==> config.mk <==
export PLATFORM = sky130hd
export DESIGN_NAME = crc_stream_encoder
export DESIGN_NICKNAME = d
export VERILOG_FILES = /design/src/rtl/crc_stream_encoder.sv
export SDC_FILE = /design/constraint.sdc
export NUM_CORES = 1
export LEC_CHECK = 0
export ABC_AREA = 1
export BUFFER_PORTS_ARGS = -buffer_cell sky130_fd_sc_hd__buf_4
export CORE_ASPECT_RATIO = 1.5
export CORE_MARGIN = 8
export CORE_UTILIZATION = 58
export DETAILED_ROUTE_END_ITERATION = 7
export HOLD_SLACK_MARGIN = 0.03
export PLACE_DENSITY = 0.81
export SKIP_LAST_GASP = 1
export SLEW_MARGIN = 20
export SYNTH_ARGS = -nofsm -noshare
export SYNTH_HDL_FRONTEND = slang
export SYNTH_SLANG_ARGS = --single-unit
==> constraint.sdc <==
create_clock -name clock -period 2.55 [get_ports clock]
set_input_delay 0.255 -clock clock [delete_from_list [all_inputs] [get_ports clock]]
set_output_delay 0.255 -clock clock [all_outputs]
set_load 0.05 [all_outputs]
==> src/rtl/crc_stream_encoder.sv <==
// Serial USB CRC encoder: PID then payload LSB-first, then complemented CRC MSB-first.
// Latency: the first bit is valid the cycle after acceptance; one bit per completed beat.
// Backpressure: bs_ready low holds out_bit, out_last, the state, the counter and the CRC; pkt_ready only in IDLE.
module crc_stream_encoder #(
    parameter int                 PKT_W = 72,
    parameter int                 PID_W = 8,
    parameter int                 CRC_W = 16,
    parameter logic [CRC_W-1:0]   POLY  = 16'h8005,
    parameter int                 LEN_W = $clog2(PKT_W-PID_W+1)
) (
    input  logic             clock,
    input  logic             reset_n,
    input  logic             pkt_valid,
    output logic             pkt_ready,
    input  logic [PKT_W-1:0] pkt_in,
    input  logic [LEN_W-1:0] pkt_len,
    input  logic             crc_en,
    output logic             out_bit,
    output logic             out_valid,
    output logic             out_last,
    input  logic             bs_ready,
    output logic             busy
);

    localparam int PAY_W = PKT_W - PID_W;
    localparam int MAX_A = (PID_W > PAY_W) ? PID_W : PAY_W;
    localparam int MAX_N = (MAX_A > CRC_W) ? MAX_A : CRC_W;
    localparam int CNT_W = $clog2(MAX_N + 1);

    typedef enum logic [1:0] {
        IDLE,
        SEND_PID,
        SEND_DATA,
        SEND_CRC
    } state_t;

    state_t             state, state_nxt;
    logic [PKT_W-1:0]   shift_q;
    logic [LEN_W-1:0]   len_q;
    logic [LEN_W-1:0]   len_clamped;
    logic               crc_en_q;
    logic [CRC_W-1:0]   crc_q;
    logic [CNT_W-1:0]   cnt_q;
    logic               accept, beat;
    logic               last_pid, last_data, last_crc;
    logic               crc_bit, fb;

    assign pkt_ready   = (state == IDLE);
    assign busy        = (state != IDLE);
    assign out_valid   = (state != IDLE);
    assign accept      = pkt_valid & pkt_ready;
    assign beat        = out_valid & bs_ready;
    assign len_clamped = (int'(pkt_len) > PAY_W) ? LEN_W'(PAY_W) : pkt_len;

    assign last_pid  = (int'(cnt_q) == PID_W - 1);
    assign last_data = (int'(cnt_q) == int'(len_q) - 1);
    assign last_crc  = (int'(cnt_q) == CRC_W - 1);
    assign fb        = shift_q[0] ^ crc_q[CRC_W-1];

    // CRC field goes out MSB-first and inverted; the register itself stays frozen.
    always_comb begin
        crc_bit = 1'b0;
        for (int i = 0; i < CRC_W; i++) begin
            if (cnt_q == CNT_W'(i)) begin
                crc_bit = ~crc_q[CRC_W-1-i];
            end
        end
    end

    always_comb begin
        state_nxt = state;
        out_bit   = 1'b0;
        out_last  = 1'b0;
        case (state)
            IDLE: begin
                if (accept) begin
                    state_nxt = SEND_PID;
                end
            end
            SEND_PID: begin
                out_bit = shift_q[0];
                if (last_pid) begin
                    out_last = (len_q == '0) & ~crc_en_q;
                    if (beat) begin
                        if (len_q != '0) begin
                            state_nxt = SEND_DATA;
                        end else if (crc_en_q) begin
                            state_nxt = SEND_CRC;
                        end else begin
                            state_nxt = IDLE;
                        end
                    end
                end
            end
            SEND_DATA: begin
                out_bit = shift_q[0];
                if (last_data) begin
                    out_last = ~crc_en_q;
                    if (beat) begin
                        state_nxt = crc_en_q ? SEND_CRC : IDLE;
                    end
                end
            end
            SEND_CRC: begin
                out_bit  = crc_bit;
                out_last = last_crc;
                if (beat && last_crc) begin
                    state_nxt = IDLE;
                end
            end
            default: state_nxt = IDLE;
        endcase
    end

    always_ff @(posedge clock or negedge reset_n) begin
        if (!reset_n) begin
            state <= IDLE;
        end else begin
            state <= state_nxt;
        end
    end

    always_ff @(posedge clock or negedge reset_n) begin
        if (!reset_n) begin
            shift_q  <= '0;
            len_q    <= '0;
            crc_en_q <= 1'b0;
            crc_q    <= '1;
            cnt_q    <= '0;
        end else if (accept) begin
            shift_q  <= pkt_in;
            len_q    <= len_clamped;
            crc_en_q <= crc_en;
            crc_q    <= '1;
            cnt_q    <= '0;
        end else if (beat) begin
            // Every state change restarts the shared beat counter.
            cnt_q <= (state_nxt != state) ? '0 : cnt_q + CNT_W'(1);
            if (state == SEND_PID || state == SEND_DATA) begin
                shift_q <= shift_q >> 1;
            end
            if (state == SEND_DATA) begin
                crc_q <= {crc_q[CRC_W-2:0], 1'b0} ^ (fb ? POLY : '0);
            end
        end
    end

endmodule

Word-level counts from Yosys, hierarchy flattened

Index checks and enable logic that the tools add are counted.

Word-level logic and storage cells: 106
Output and inout port bits: 5
Flip-flop bits (word level): 105
Input port bits: 84

Bitwise logic cells: 22
Add/subtract/negate cells: 2
Multiplexer cells: 40
Reductions and logical operators: 13
$lt $le $gt $ge: 1
Equality and inequality tests: 22

Operator list:

| kind                | count |
|---|---|
| $mux 72             | 3 |
| $mux 16             | 4 |
| $eq 7x4->1 const B  | 9 |
| $eq 7x3->1 const B  | 4 |
| $mux 7              | 4 |
| $mux 1              | 18 |
| $not 1->1           | 17 |
| $mux 2              | 8 |
| $xor 16x16->16      | 1 |
| $eq 7x2->1 const B  | 2 |
| $logic_not 7->1     | 2 |
| $eq 8x8->1          | 1 |
| $pmux 2 s4          | 1 |
| $reduce_bool 2->1   | 4 |
| $sub 7x1->8 const B | 1 |
| $add 7x1->7 const B | 1 |
| $eq 7x1->1 const B  | 1 |
| $eq 7x5->1 const B  | 1 |
| $gt 7x7->1 const B  | 1 |
| $reduce_bool 7->1   | 1 |
| $eq 2x2->1 const B  | 2 |
| $reduce_and 2->1    | 2 |
| $and 1x1->1         | 3 |
| $pmux 1 s3          | 1 |
| 8 further kinds     | 8 |

Logic depth before layout (Yosys ltp)

Depth in word-level cells: 18
Depth in mapped cells: 18
Mapped depth without buffers: 18

Worst setup path after synthesis

OpenSTA, ideal clock, no wires.

Path type: flip-flop to flip-flop
Start: register state[1]
End: register shift_q[41]
Setup time: 128 ps
Buffers on the path: 2
Cell stages (with the launch flop): 11
Setup slack: -50 ps
Data required time: 2422 ps
Period minus slack after synthesis: 2600 ps
Data arrival time: 2473 ps
Cell sequence: dfrtp_1 -> inv_1 -> ha_1 -> inv_2 -> nand2_4 -> inv_2 -> nand2_1 -> nand2_1 -> buf_4 -> buf_2 -> mux2_1

Cells in the longest elaborated chain, start to end: 4
Elaborated cells on any way between the ends: 11
Classes of those cells: 2 x eq/ne; 1 x mux; 2 x bitwise; 6 x reduce/logical

RTL lines:

| what                               | line | text |
|---|---|---|
| start: declaration                 | 37   | `state_t state, state_nxt;` |
| start signal: assignment           | 119  | `state <= state_nxt;` |
| $logic_not 2->1 *                  | 48   | `assign pkt_ready = (state == IDLE);` |
| named net pkt_ready                | 14   | `output logic pkt_ready,` |
| $and 1x1->1 *                      | 51   | `assign accept = pkt_valid & pkt_ready;` |
| $reduce_bool 2->1 (no source line) | -    |  |
| $reduce_and 2->1 (no source line)  | -    |  |
| end signal: assignment             | 131  | `shift_q <= pkt_in;` |
| end signal: assignment             | 140  | `shift_q <= shift_q >> 1;` |
| end: declaration                   | 38   | `logic [PKT_W-1:0] shift_q;` |

Mark *: on every way through the listed nets, which the timed path passes. The rest lies on a longest branch.
A chain may end at the register's enable or synchronous reset.

Final worst setup path

Start: register cnt_q[0]
End: output out_bit

Cells in the longest elaborated chain, start to end: 18
Elaborated cells on any way between the ends: 33
Classes of those cells: 15 x eq/ne; 17 x mux; 1 x reduce/logical

RTL lines:

| what                     | line | text |
|---|---|---|
| start: declaration       | 43   | `logic [CNT_W-1:0] cnt_q;` |
| start signal: assignment | 138  | `cnt_q <= (state_nxt != state) ? '0 : cnt_q + CNT_W'(1);` |
| $logic_not 7->1          | 64   | `if (cnt_q == CNT_W'(i)) begin` |
| $mux 1 (15 in a row)     | 64   |  |
| $mux 1 *                 | 64   |  |
| $pmux 1 s2 *             | 74   | `case (state)` |
| end: declaration         | 18   | `output logic out_bit,` |

Mark *: on every way between the ends. The rest lies on a longest branch, timed or not.

==> impl_metrics.py <==
metrics = {
    "cells_and_area": {
        "drive_gt1_frac": 0.326,
        "antenna_cells": 0,
        "multi_input_area_sq_mm": 0.00299,
        "seq_area_sq_mm": 0.00266,
        "final_common_cell": "nand2_1",
        "final_nets": 886,
        "final_cell_mix": "nand2_1, buf_4, dfrtp_1, mux2_2, inv_1",
        "area_growth_pct": 21.2,
        "fillers": 760,
    },
    "route": {
        "drt-initial-drc-count": 242,
        "drcViolationCount": 0,
        "antenna_left": 0,
        "vias_per_cell": 5.53,
        "wl_per_cell_um": 15.5,
        "dr_total_vias": 5050,
        "wirelength_um": 14200,
        "first_pass_iters": 4,
    },
    "synthesis": {
        "syn_inst": 705,
        "syn-num-nets": 799,
        "syn_area_sq_mm": 0.00589,
        "synth_warnings": 0,
        "syn_area_per_cell_sq_um": 8.36,
        "ys_ff_latch": 105,
        "synth_cell_type_count": 38,
        "ys_seq_area_frac": 0.449,
    },
    "critical_path": {
        "cp_common_cell": "nand2_1",
        "path_buf_inv": 2,
        "r2r.worst_path.cells": 7,
        "reg2reg_slack_ns": 0.24,
        "endpoint": "out_bit",
        "cp-start-kind": "flip-flop",
        "startpoint": "cnt_q[0]",
        "rr_endpoint": "crc_q[7]",
        "path_depth": 15,
        "cp.required_ns": 2.30,
        "cpPeakStageDelay_ns": 0.47,
        "cp_slowest_cell": "dfrtp_2",
        "crit_arrival_ns": 2.22,
        "cp_top_family": "simple AND/OR/NAND/NOR gates",
        "critPathCaptureType": "output port",
        "timing.rr.start": "state[0]",
        "path_cells": "ha_2 > inv_2 > a21oi_1 > nor3_1 > nand3_1 > nand2_1 > nand2_1 > nand2_1 > nand2_1 > nand3_2 > nand2_1 > nand2_1 > nand2_1 > a21oi_2 > buf_6",
        "worstSetupPathType": "reg -> out",
        "crit_fanout": 5,
    },
    "power": {
        "seqPwrFrac": 0.340,
        "power_mw": 7.94,
        "total_leakage_power_nw": 3.68,
        "p_int_mw": 4.74,
        "pwr-share-clk": 0.168,
        "swShare": 0.403,
        "power_density_mw_per_mm2": 1110,
        "power_frac_comb": 0.493,
        "p_sw_mw": 3.20,
        "ir_drop_v": 0.000648,
    },
    "timing": {
        "finClkSkew_ns": 0.00826,
        "tightest_slew_ns": 1.02,
        "min_period_over_period": 0.972,
        "slew_violations": 0,
        "relSlewSlack": 0.315,
        "timing.fmax_ghz": 0.403,
        "min_period_ns": 2.48,
        "rsz0062_at_grt": "yes",
        "setup_viol": 0,
        "fin_ws_ns": 0.0711,
        "hold_viol": 0,
    },
    "min_path": {
        "whs_path_depth": 3,
        "worstHoldPathType": "in -> reg",
    },
    "clocking": {
        "root_buffer": "clkbuf_16",
        "cts_buffer_depth": 2,
        "cts-htree-levels": 3,
        "clkLatencyLatePin_ns": 0.34,
        "clock_sinks": 105,
        "cts_tree": "done",
        "cts_buffers": 9,
        "clk_pin_slew_worst_paths_ns": 0.07,
    },
    "floorplan": {
        "dieWidth_um": 98.3,
        "start_util": 0.588,
        "die-height_um": 139,
        "die_area_sq_mm": 0.0137,
        "core_sq_mm": 0.0100,
        "io_pins": 89,
        "num_rows": 45,
    },
    "global_routing": {
        "grt_use_total": 0.211,
        "grt_max_degree": 75,
        "antenna_found_initial": 0,
        "grt_pass1_vias": 5366,
        "overflow": 0,
        "grt_pass1_wl_um": 24000,
    },
    "placed_design": {
        "gp_congestion": 0.914,
        "hpwl_um": 10200,
        "pre_cts_ws_ns": 0.132,
        "port_buffers": 88,
    },
    "job": {
        "cap_violations": 0,
    },
    "status": {
        "status": "finished clean",
    },
}
power groups by stage:
stage               clock network, mW  registers [mW]  logic (mW)
floorplan                           0            2.60        3.05
global placement                    0            2.66        3.57
detailed placement                  0            2.71        3.73
CTS                              1.36            2.68        3.80
global route                     1.42            2.77        4.37
finish                           1.33            2.70        3.91
routing by layer:
layer	vias to the layer above	global-route usage	part of all wire
met5	-	0	0
met4	0	0.118	0.037
met3	39	0.0330	0.037
met2	136	0.382	0.55
met1	2434	0.227	0.38
li1	2441	-	-
logic make-up after synthesis:
logic type,Yosys count,synth area share
AOI/OAI and AO/OA,59,0.0599
xor gates and xnor gates,2,0.00297
adders and majority gates,10,0.0212
buffers and inverters,87,0.0667
DFF,105,0.449
muxes,68,0.130
and+or+nand+nor,374,0.270
flip-flops by register name (all words and copies together) (netlist names):
register and cells:
len_q 7, crc_en_q 1, state 2, shift_q 72, crc_q 16, cnt_q 7
area by class of cell:
class,instances,share of cell area
inverters,57,0.0324
clock inverters,6,0.00718
well taps,117,0.0205
repair buffers,106,0.116
multi-input cells,513,0.419
clock buffers,10,0.0335
flip-flops and latches,105,0.372
worst min path at each step:
| stage | slack [ns] | end | from |
|---|---|---|---|
| after CTS | 0.11 | crc_en_q | crc_en |
| after detailed placement | 0.24 | crc_en_q | reset_n |
| after floorplan | -0.04 | cnt_q[0] | reset_n |
| after global placement | 0.22 | crc_en_q | reset_n |
| final | 0.12 | crc_en_q | crc_en |
| after global routing | 0.13 | crc_en_q | crc_en |
through the flow:
stage	hold WS (ns)	utilization	area [sq um]	setup TNS, ns	cells
2_1_floorplan	-0.0406	-	5900	0	705
3_3_place_gp	0.224	0.660	6620	0	888
3_5_place_dp	0.238	0.660	6620	0	888
4_1_cts	0.114	0.695	6970	0	908
5_1_grt	0.129	0.713	7140	-0.108	914
6_report	0.122	0.713	7140	0	914
tightest hold or removal path, stage by stage:
cell	delay (ns)
buf_4	0.08
nand2_1	0.04
o21ai_0	0.06
cell usage after synthesis, drive strengths merged:
library cell	number	area [sq um]
a21oi	16	80.1
a22oi	14	105
a31oi	6	37.5
a32oi	1	8.76
buf	15	120
clkbuf	15	56.3
clkinv	2	7.51
dfrtp	89	2230
dfstp	16	420
ha	10	125
inv	55	209
mux2	68	766
nand2	297	1160
nand2b	1	6.26
nand3	30	170
nand3b	1	7.51
nand4	3	18.8
nor2	26	125
nor3	12	60.1
nor4	3	33.8
o21a	1	7.51
o21ai	19	95.1
o21bai	1	11.3
o31ai	1	7.51
or4	1	7.51
xnor2	2	17.5
repair_timing:
| item | CTS | global route |
|---|---|---|
| resized for setup | 12 | 36 |
| endpoints found under the hold margin | 20 | 0 |
| endpoints found under the setup margin | 1 | 2 |
| pin swaps | 0 | 12 |
| hold buffers | 1 | 0 |
| setup buffers | 3 | 6 |
(Power assumes the default switching activity.)
